File: config.mk
export PLATFORM = sky130hd
export DESIGN_NAME = instr_fetch_unit
export DESIGN_NICKNAME = d
export VERILOG_FILES = /design/src/rtl/instr_fetch_unit_pkg.sv /design/src/rtl/instr_field_decode.sv /design/src/rtl/instr_fetch_unit.sv
export SDC_FILE = /design/constraint.sdc
export NUM_CORES = 1
export LEC_CHECK = 0
export CAP_MARGIN = 20
export CORE_MARGIN = 1.5
export CORE_UTILIZATION = 33
export DETAILED_ROUTE_END_ITERATION = 16
export PLACE_DENSITY = 0.78
export SETUP_SLACK_MARGIN = 0.5
export SLEW_MARGIN = 10
export SYNTH_ARGS = -nofsm -noshare
export SYNTH_HDL_FRONTEND = slang
export SYNTH_SLANG_ARGS = --single-unit
File: constraint.sdc
create_clock -name clk -period 1.3 [get_ports clk]
set_input_delay 0.26 -clock clk [delete_from_list [all_inputs] [get_ports clk]]
set_output_delay 0.26 -clock clk [all_outputs]
set_load 0.05 [all_outputs]
File: src/rtl/instr_fetch_unit_pkg.sv
// Shared fetch/execute definitions: FSM state encoding, instruction field positions
// and the opcode map used by both the fetch and execute stages.
package instr_fetch_unit_pkg;

    localparam int INSTR_W = 32;

    // Field bit positions inside a 32-bit instruction word
    localparam int OPC_MSB   = 31;
    localparam int OPC_LSB   = 26;
    localparam int RD_MSB    = 25;
    localparam int RD_LSB    = 21;
    localparam int RS_MSB    = 20;
    localparam int RS_LSB    = 16;
    localparam int RT_MSB    = 15;
    localparam int RT_LSB    = 11;
    localparam int SHAMT_MSB = 10;
    localparam int SHAMT_LSB = 6;
    localparam int FUNC_MSB  = 5;
    localparam int FUNC_LSB  = 0;
    localparam int IMM_MSB   = 15;
    localparam int JADDR_MSB = 25;

    localparam logic [5:0] OP_BR_FIRST = 6'd12;
    localparam logic [5:0] OP_BR_LAST  = 6'd24;
    localparam logic [5:0] OP_HALT     = 6'd63;

    typedef enum logic [1:0] {
        S_ISSUE = 2'd0,
        S_CAPT  = 2'd1,
        S_HOLD  = 2'd2,
        S_HALT  = 2'd3
    } fetch_state_t;

    function automatic logic is_branch_op(input logic [5:0] opcode);
        return (opcode >= OP_BR_FIRST) && (opcode <= OP_BR_LAST);
    endfunction

endpackage

File: src/rtl/instr_field_decode.sv
// Purely combinational slicer from an instruction word to its fixed fields;
// shared with the execute stage.
module instr_field_decode
    import instr_fetch_unit_pkg::*;
(
    input  logic [INSTR_W-1:0] instr,
    output logic [5:0]         opcode,
    output logic [4:0]         rd,
    output logic [4:0]         rs,
    output logic [4:0]         rt,
    output logic [4:0]         shamt,
    output logic [5:0]         func,
    output logic [15:0]        imm,
    output logic [25:0]        jaddr
);

    assign opcode = instr[OPC_MSB:OPC_LSB];
    assign rd     = instr[RD_MSB:RD_LSB];
    assign rs     = instr[RS_MSB:RS_LSB];
    assign rt     = instr[RT_MSB:RT_LSB];
    assign shamt  = instr[SHAMT_MSB:SHAMT_LSB];
    assign func   = instr[FUNC_MSB:FUNC_LSB];
    assign imm    = instr[IMM_MSB:0];
    assign jaddr  = instr[JADDR_MSB:0];

endmodule

File: src/rtl/instr_fetch_unit.sv
// Fetch stage: owns the PC, reads one word per fetch, presents it decoded over
// valid/ready and follows PC redirects from execute.
module instr_fetch_unit
    import instr_fetch_unit_pkg::*;
#(
    parameter int               ADDR_W      = 5,
    parameter int               DATA_W      = 32,
    parameter logic [ADDR_W-1:0] RESET_PC   = '0,
    parameter logic [5:0]       HALT_OPCODE = OP_HALT
) (
    input  logic              clk,
    input  logic              reset,
    output logic              mem_rd_en,
    output logic [ADDR_W-1:0] mem_addr,
    input  logic [DATA_W-1:0] mem_rdata,
    input  logic              redirect_valid,
    input  logic [ADDR_W-1:0] redirect_pc,
    output logic              out_valid,
    input  logic              out_ready,
    output logic [DATA_W-1:0] out_instr,
    output logic [ADDR_W-1:0] out_pc,
    output logic [5:0]        out_opcode,
    output logic [4:0]        out_rd,
    output logic [4:0]        out_rs,
    output logic [4:0]        out_rt,
    output logic [4:0]        out_shamt,
    output logic [5:0]        out_func,
    output logic [15:0]       out_imm,
    output logic [25:0]       out_jaddr,
    output logic              halted
);

    fetch_state_t      state, state_n;
    logic [ADDR_W-1:0] pc;

    // A redirect in the issue cycle suppresses the strobe: that read would be wrong-path.
    always_comb begin
        state_n   = state;
        mem_rd_en = 1'b0;
        mem_addr  = pc;
        case (state)
            S_ISSUE: begin
                mem_rd_en = !reset && !redirect_valid;
                state_n   = S_CAPT;
            end
            S_CAPT:  state_n = S_HOLD;
            S_HOLD: begin
                if (out_ready) begin
                    state_n = (out_opcode == HALT_OPCODE) ? S_HALT : S_ISSUE;
                end
            end
            S_HALT:  state_n = S_HALT;
            default: state_n = S_ISSUE;
        endcase
        if (redirect_valid) begin
            state_n = S_ISSUE;
        end
    end

    always_ff @(posedge clk) begin
        if (reset) begin
            state     <= S_ISSUE;
            pc        <= RESET_PC;
            out_valid <= 1'b0;
            halted    <= 1'b0;
            out_instr <= '0;
            out_pc    <= '0;
        end else begin
            state <= state_n;
            if (redirect_valid) begin
                pc        <= redirect_pc;
                out_valid <= 1'b0;
                halted    <= 1'b0;
            end else begin
                case (state)
                    S_CAPT: begin
                        out_instr <= mem_rdata;
                        out_pc    <= pc;
                        out_valid <= 1'b1;
                        pc        <= pc + ADDR_W'(1);
                    end
                    S_HOLD: begin
                        if (out_ready) begin
                            out_valid <= 1'b0;
                            halted    <= (out_opcode == HALT_OPCODE);
                        end
                    end
                    default: ;
                endcase
            end
        end
    end

    instr_field_decode u_decode (
        .instr  (out_instr),
        .opcode (out_opcode),
        .rd     (out_rd),
        .rs     (out_rs),
        .rt     (out_rt),
        .shamt  (out_shamt),
        .func   (out_func),
        .imm    (out_imm),
        .jaddr  (out_jaddr)
    );

endmodule

==> impl_metrics.json, run 1 <==
{
  "dp_hpwl_mm": 6.087,
  "clk_pin_slew_ps": 80,
  "finalMaxSlewViolations": 0,
  "worst_slew_pin_slew_ps": 274.7,
  "wirelength_mm": 10.07,
  "grt_usage_pct": 23.01,
  "grt_pass1_wl_mm": 13.58,
  "final_nets": 467,
  "cts_tree": "yes",
  "cts.sinks": 46,
  "synth_warnings": 0,
  "worst-setup-path-type": "reg -> reg",
  "clk_latency_ps": 310,
  "syn_area_per_cell_um2": 8.231,
  "yosysSeqAreaShare_pct": 38.31,
  "yosysMostFrequentCell": "nand2_1",
  "fill_cells": 341,
  "place_ws_ps": -483.0,
  "fin_skew_ps": 11.54,
  "path_max_fanout": 6,
  "async_flop_share_pct": 0,
  "synth_ff_type": "dfxtp_1",
  "die_h_um": 88.35,
  "dp.cells": 478,
  "maxCapViolations": 0,
  "instances_no_fill": 522,
  "cts_made_buffers": 5,
  "grt_pass1_vias": 2604,
  "finalCritPeriodShare_pct": 116.5,
  "synth_commonest_cells": "nand2_1 (78), buf_4 (74), dfxtp_1 (46), a21oi_1 (33), buf_6 (9)",
  "syn_area_um2": 2404,
  "violations": "negative setup slack",
  "wl_per_cell_um": 19.28,
  "crit_path_end_kind": "register",
  "rsz0062_at_grt": "yes",
  "synth.net_count": 334,
  "synth-seq-cells": 46,
  "synth_area_leaders": "dfxtp_1 (38%), buf_4 (23%), nand2_1 (12%)",
  "overflow": 0,
  "ir_worst_vdd_mv": 0.4264,
  "cts-htree-levels": 2,
  "synth_edf_count": 0,
  "core_area_um2": 6907,
  "first_pass_iters": 4,
  "start_util_pct": 34.80,
  "cts_root_buf": "clkbuf_8",
  "max_freq_mhz": 660.2,
  "grt_start_max_net_pins": 28,
  "ios": 160,
  "yosysTopAreaCellShare_pct": 38.31,
  "hold_class": "in -> reg",
  "drc_errors": 0,
  "critical_path_arrival_ps": 1700,
  "p_per_area_nw_per_um2": 684.5,
  "synth.distinct_cells": 34,
  "slew_headroom_pct": 81.67,
  "drive_above_1_share_pct": 61.27,
  "dr_total_vias": 2587,
  "cp.required_ps": 1480,
  "drt-vias-per-instance": 4.956,
  "areaGrowthSynthToFinish_pct": 132.6,
  "portBuffers": 159,
  "start_kind": "register",
  "ant_nets": 0,
  "leakagePower_nw": 2.173,
  "clock_path_buffers": 2,
  "setup-violations-final": 43,
  "first_iter_violations": 138,
  "finalWeightedCongestion": 0.8169,
  "hold_violations": 0,
  "finish.utilization_pct": 80.94,
  "antenna_found_initial": 0,
  "fin_crit_ps": 1515,
  "worst_slack_ps": -214.8,
  "rows": 30,
  "status": "finished, violations left",
  "antenna_cells": 0,
  "synth_area_leader_cell": "dfxtp_1",
  "die_w_um": 88.35,
  "dieArea_um2": 7805,
  "syn_inst": 292
}
==> state kept, by name, summed over array words and instances, names as in the netlist <==
name	count
out_instr	32
out_valid	1
state	2
mem_addr	5
out_pc	5
halted	1
==> logic make-up (layout without fill, tap and decap cells) <==
| family | count (synthesis) | in the layout | share of synthesized area, % |
|---|---|---|---|
| simple gates | 98 | 98 | 18.74 |
| flops | 46 | 46 | 38.31 |
| xor+xnor | 2 | 2 | 0.7289 |
| buf+inv | 92 | 226 | 28.79 |
| mux | 1 | 1 | 0.4165 |
| fa+ha+maj | 1 | 1 | 0.5205 |
| compound gates | 52 | 52 | 12.49 |
==> layout make-up <==
class / instances / area, um^2 / area share, %
Clock buffer: 5 / 68.82 / 1.231
Clock inverter: 3 / 16.27 / 0.2910
Inverter: 3 / 11.26 / 0.2014
Multi-Input combinational cell: 154 / 912.1 / 16.32
Sequential cell: 46 / 1075 / 19.23
Tap cell: 96 / 120.1 / 2.149
Timing Repair Buffer: 215 / 3387 / 60.59
==> metrics by stage <==
step / power (W) / setup TNS [ps] / hold slack, ps / area [um^2]
2_1_floorplan: 0.002296 / -303.2 / 370.4 / 3156
3_3_place_gp: 0.002777 / -13710 / 455.5 / 4971
3_5_place_dp: 0.002806 / -17090 / 464.5 / 4971
4_1_cts: 0.003759 / -4034 / 315.4 / 5441
5_1_grt: 0.003962 / -7964 / 308.6 / 5590
6_report: 0.003827 / -6411 / 311.1 / 5590
==> metal layers <==
layer	share of wire [%]	up-vias	track usage (%)
met5	0	-	0
met4	3.9	0	11.51
met3	10	37	7.743
met2	55	183	42.89
met1	31	1226	22.64
li1	-	1141	-
==> power breakdown <==
part / internal [W] / total (W) / switching [W]
Combinational: 0.000733 / 0.00143 / 0.000695
Sequential: 0.00141 / 0.00152 / 0.000114
Clock: 0.000369 / 0.000874 / 0.000505
==> cells in the final DEF, fill, tap and decap left out, drive strengths merged, types with 2 or more instances in the layout <==
cell,count
nor2,5
buf,175
nor3b,2
nand3b,2
dfxtp,46
clkbuf,5
clkdlybuf4s50,37
inv,3
o21ai,6
clkinv,2
a21oi,38
nand2,78
nor4,2
or3,3
a211oi,3
==> worst paths after layout <==
path	from	endpoint	slack, ps	depth (start not counted)
setup / recovery	state[0]$_SDFFE_PN0P_	out_instr[20]$_SDFFE_PP0P_	-210	6
hold / removal	redirect_valid	state[0]$_SDFFE_PN0P_	310	2
hold reg to reg	out_instr[21]$_SDFFE_PP0P_	out_instr[21]$_SDFFE_PP0P_	530	2
setup reg to reg	state[0]$_SDFFE_PN0P_	out_instr[20]$_SDFFE_PP0P_	-210	6
==> critical path: stages, from the launching register on <==
cell	delay (ps)
dfxtp_2	350
buf_4	150
or3b_4	420
buf_6	170
buf_16	140
nand2_1	90
a21oi_1	70
==> what timing repair did <==
action	CTS	global route
hold buffers	0	0
pin swaps	9	6
hold endpoints to repair	0	0
resized for setup	38	20
setup endpoints to repair	165	165
setup buffers	19	10
cloned	7	0
(Power assumes the default switching activity.)
==> inputs of run 2 (changes only) <==
CTS_CLUSTER_SIZE = 25   (was default)
==> results of run 2 <==
Same layout as run 1: the final DEF is identical, and so are final timing and power.
==> inputs of run 3 (changes only) <==
CAP_MARGIN = 0   (was 20)
GPL_TIMING_DRIVEN = 0   (was default)
==> impl_metrics.json, run 3 <==
{
  "synth-seq-cells": 46,
  "error": "[ERROR DPL-0033] detailed placement checks failed during check placement.",
  "rows": 30,
  "syn_inst": 292,
  "worst_endpoint": "out_instr[19]$_SDFFE_PP0P_/D",
  "start_util_pct": 34.80,
  "haltStage": "global routing",
  "cts_made_buffers": 5,
  "clock_path_buffers": 2,
  "synth.net_count": 334,
  "cts_root_buf": "clkbuf_8",
  "cts.sinks": 46,
  "grt_start_max_net_pins": 14,
  "placed_cell_area_um2": 4857,
  "synth_area_leader_cell": "dfxtp_1",
  "syn_area_per_cell_um2": 8.231,
  "synth.distinct_cells": 34,
  "async_flop_share_pct": 0,
  "dp_hpwl_mm": 5.545,
  "die_h_um": 88.35,
  "yosysMostFrequentCell": "nand2_1",
  "die_w_um": 88.35,
  "portBuffers": 158,
  "status": "stopped before the end",
  "synth_commonest_cells": "nand2_1 (78), buf_4 (74), dfxtp_1 (46), a21oi_1 (33), buf_6 (9)",
  "cts-htree-levels": 2,
  "yosysTopAreaCellShare_pct": 38.31,
  "yosysSeqAreaShare_pct": 38.31,
  "synth_ff_type": "dfxtp_1",
  "synth_edf_count": 0,
  "worst-ep-kind": "register data pin",
  "antenna_found_initial": 0,
  "synth_warnings": 0,
  "syn_area_um2": 2404,
  "finalWeightedCongestion": 0.7737,
  "ios": 160,
  "holdBufCountCts": 0,
  "synth_area_leaders": "dfxtp_1 (38%), buf_4 (23%), nand2_1 (12%)"
}
-- run 3: cell counts after synthesis --
Identical to the previous run, type by type.
-- run 3: stage by stage --
step / hold WS [ps] / std cells / setup WS (ps) / setup TNS [ps] / util, %
3_5_place_dp: 436.9 / 546 / -906.8 / -34520 / 70.33
4_1_cts: 173.3 / 588 / -195.9 / -4151 / 86.41
2_1_floorplan: 370.4 / 292 / -44.47 / -303.2 / -
3_3_place_gp: 433.9 / 546 / -916.1 / -34430 / 70.33
-- run 3: cells by family after synthesis --
| family | after synthesis | synth area share (%) |
|---|---|---|
| flops | 46 | 38.31 |
| compound gates | 52 | 12.49 |
| simple gates | 98 | 18.74 |
| fa+ha+maj | 1 | 0.5205 |
| mux | 1 | 0.4165 |
| xor+xnor | 2 | 0.7289 |
| buf+inv | 92 | 28.79 |
-- run 3: repair_timing --
item,in CTS
gates cloned,4
gates resized for setup,981
endpoints found under the setup margin,165
setup buffers,30
pin swaps,29
==> inputs of run 4 (changes only) <==
CORE_UTILIZATION = 36   (was 33)
CTS_CLUSTER_SIZE = default   (was 25)
PLACE_DENSITY = default   (was 0.78)
PLACE_DENSITY_LB_ADDON = 0.15   (was default)
SETUP_SLACK_MARGIN = default   (was 0.5)
clock period = 1.7 ns   (was 1.3 ns; I/O delays follow)
==> impl_metrics.json, run 4 (synthesis gave the netlist of run 1 again) <==
{
  "start_util_pct": 37.64,
  "r2r_slack_ps": 220,
  "grt_usage_pct": 17.63,
  "cts.sinks": 46,
  "wl_per_cell_um": 12.24,
  "drt-vias-per-instance": 4.409,
  "rr_endpoint": "out_instr[24]$_SDFFE_PP0P_",
  "crit_path_end_kind": "output pin",
  "dp_hpwl_mm": 5.035,
  "slew_headroom_pct": 62.31,
  "r2r_cells": 5,
  "cp.required_ps": 1360,
  "path_max_fanout": 4,
  "leakagePower_nw": 1.973,
  "worst_slew_pin_slew_ps": 565.4,
  "dr_total_vias": 2359,
  "core_area_um2": 6386,
  "rows": 29,
  "cts-htree-levels": 2,
  "drive_above_1_share_pct": 28.82,
  "layout_commonest_cell": "nand2_1",
  "min_to": "state[0]$_SDFFE_PN0P_",
  "whs_path_depth": 2,
  "rr_startpoint": "state[0]$_SDFFE_PN0P_",
  "finalMaxSlewViolations": 0,
  "cts_tree": "yes",
  "clk_pin_slew_ps": 80,
  "dieArea_um2": 7176,
  "top_register": "out_instr",
  "ant_nets": 0,
  "start_kind": "register",
  "grt_pass1_vias": 2129,
  "cts_root_buf": "clkbuf_8",
  "finalCritPeriodShare_pct": 97.31,
  "cts_resized": 137,
  "clock_path_buffers": 2,
  "status": "completed",
  "p_per_area_nw_per_um2": 649.1,
  "dp.cells": 527,
  "worst_slack_ps": 45.68,
  "hold_violations": 0,
  "first_iter_violations": 54,
  "fin_skew_ps": 7.126,
  "hold_start": "redirect_valid",
  "max_freq_mhz": 604.5,
  "instances_no_fill": 535,
  "holdBufCountCts": 0,
  "first_pass_iters": 6,
  "ios": 160,
  "setup-violations-final": 0,
  "wirelength_mm": 6.548,
  "grt_pass1_wl_mm": 10.25,
  "finalWeightedCongestion": 0.7050,
  "die_w_um": 84.71,
  "grt_start_max_net_pins": 14,
  "cts_setup_buffers": 0,
  "place_ws_ps": -690.0,
  "antenna_cells": 0,
  "hold_class": "in -> reg",
  "areaGrowthSynthToFinish_pct": 65.59,
  "overflow": 0,
  "antenna_found_initial": 0,
  "ir_worst_vdd_mv": 0.3586,
  "critical_path_arrival_ps": 1310,
  "die_h_um": 84.71,
  "cts_made_buffers": 5,
  "rsz0062_at_grt": "no",
  "drc_errors": 0,
  "final_nets": 499,
  "worst-setup-path-type": "reg -> out",
  "layout_common_cells": "nand2_1 (78), buf_4 (74), dlygate4sd2_1 (53), dfxtp_1 (46), clkdlybuf4s50_1 (39)",
  "clk_latency_ps": 290,
  "maxCapViolations": 0,
  "setup_tns_ps": 0,
  "fin_crit_ps": 1654,
  "portBuffers": 158,
  "largest_reg_flops": 32
}
==> run 4: metrics by stage <==
step / hold WS [ps] / total power [W] / area [um^2] / utilization, %
floorplan: 447.4 / 0.001690 / 2419 / -
global placement: 456.1 / 0.001981 / 4096 / 64.15
detailed placement: 456.6 / 0.001989 / 4096 / 64.15
CTS: 385.7 / 0.002608 / 4056 / 63.52
global route: 424.2 / 0.002697 / 3980 / 62.32
finish: 394.6 / 0.002583 / 3980 / 62.32
==> run 4: where the power goes <==
part,total (W),internal [W],switching [W]
clock,0.000685,0.000328,0.000356
combinational,0.000743,0.000278,0.000465
sequential,0.00116,0.00111,0.0000414
==> run 4: worst max path at each step <==
stage                                    start                  endpoint  cells past startpoint
floorplan             mem_addr[0]$_SDFFE_PP0P_  mem_addr[4]$_SDFFE_PP0P_                      4
global placement                         reset                 mem_rd_en                      4
detailed placement                       reset                 mem_rd_en                      4
CTS                   mem_addr[2]$_SDFFE_PP0P_               mem_addr[2]                      1
global route        out_instr[12]$_SDFFE_PP0P_             out_instr[12]                      2
finish              out_instr[31]$_SDFFE_PP0P_             out_opcode[5]                      2
==> run 4: critical path: stages, from the launching register on <==
cell	delay [ps]
dfxtp_1	380
buf_4	120
dlygate4sd2_1	520
==> run 4: per-layer routing <==
layer	vias to the layer above	wire, um	global-route usage, %
li1	1200	-	-
met1	1050	2804	21.42
met2	102	3152	30.81
met3	7	529	4.621
met4	0	61	4.839
met5	-	0	0
==> run 4: final cells by class <==
type	instances	area, um^2
timing repair buffer	158	1373
buffer	89	681.9
fill	643	2406
sequential	46	920.9
tap	77	96.34
clock inverter	1	5.005
inverter	3	11.26
multi-input combinational	154	805.8
clock buffer	7	86.33
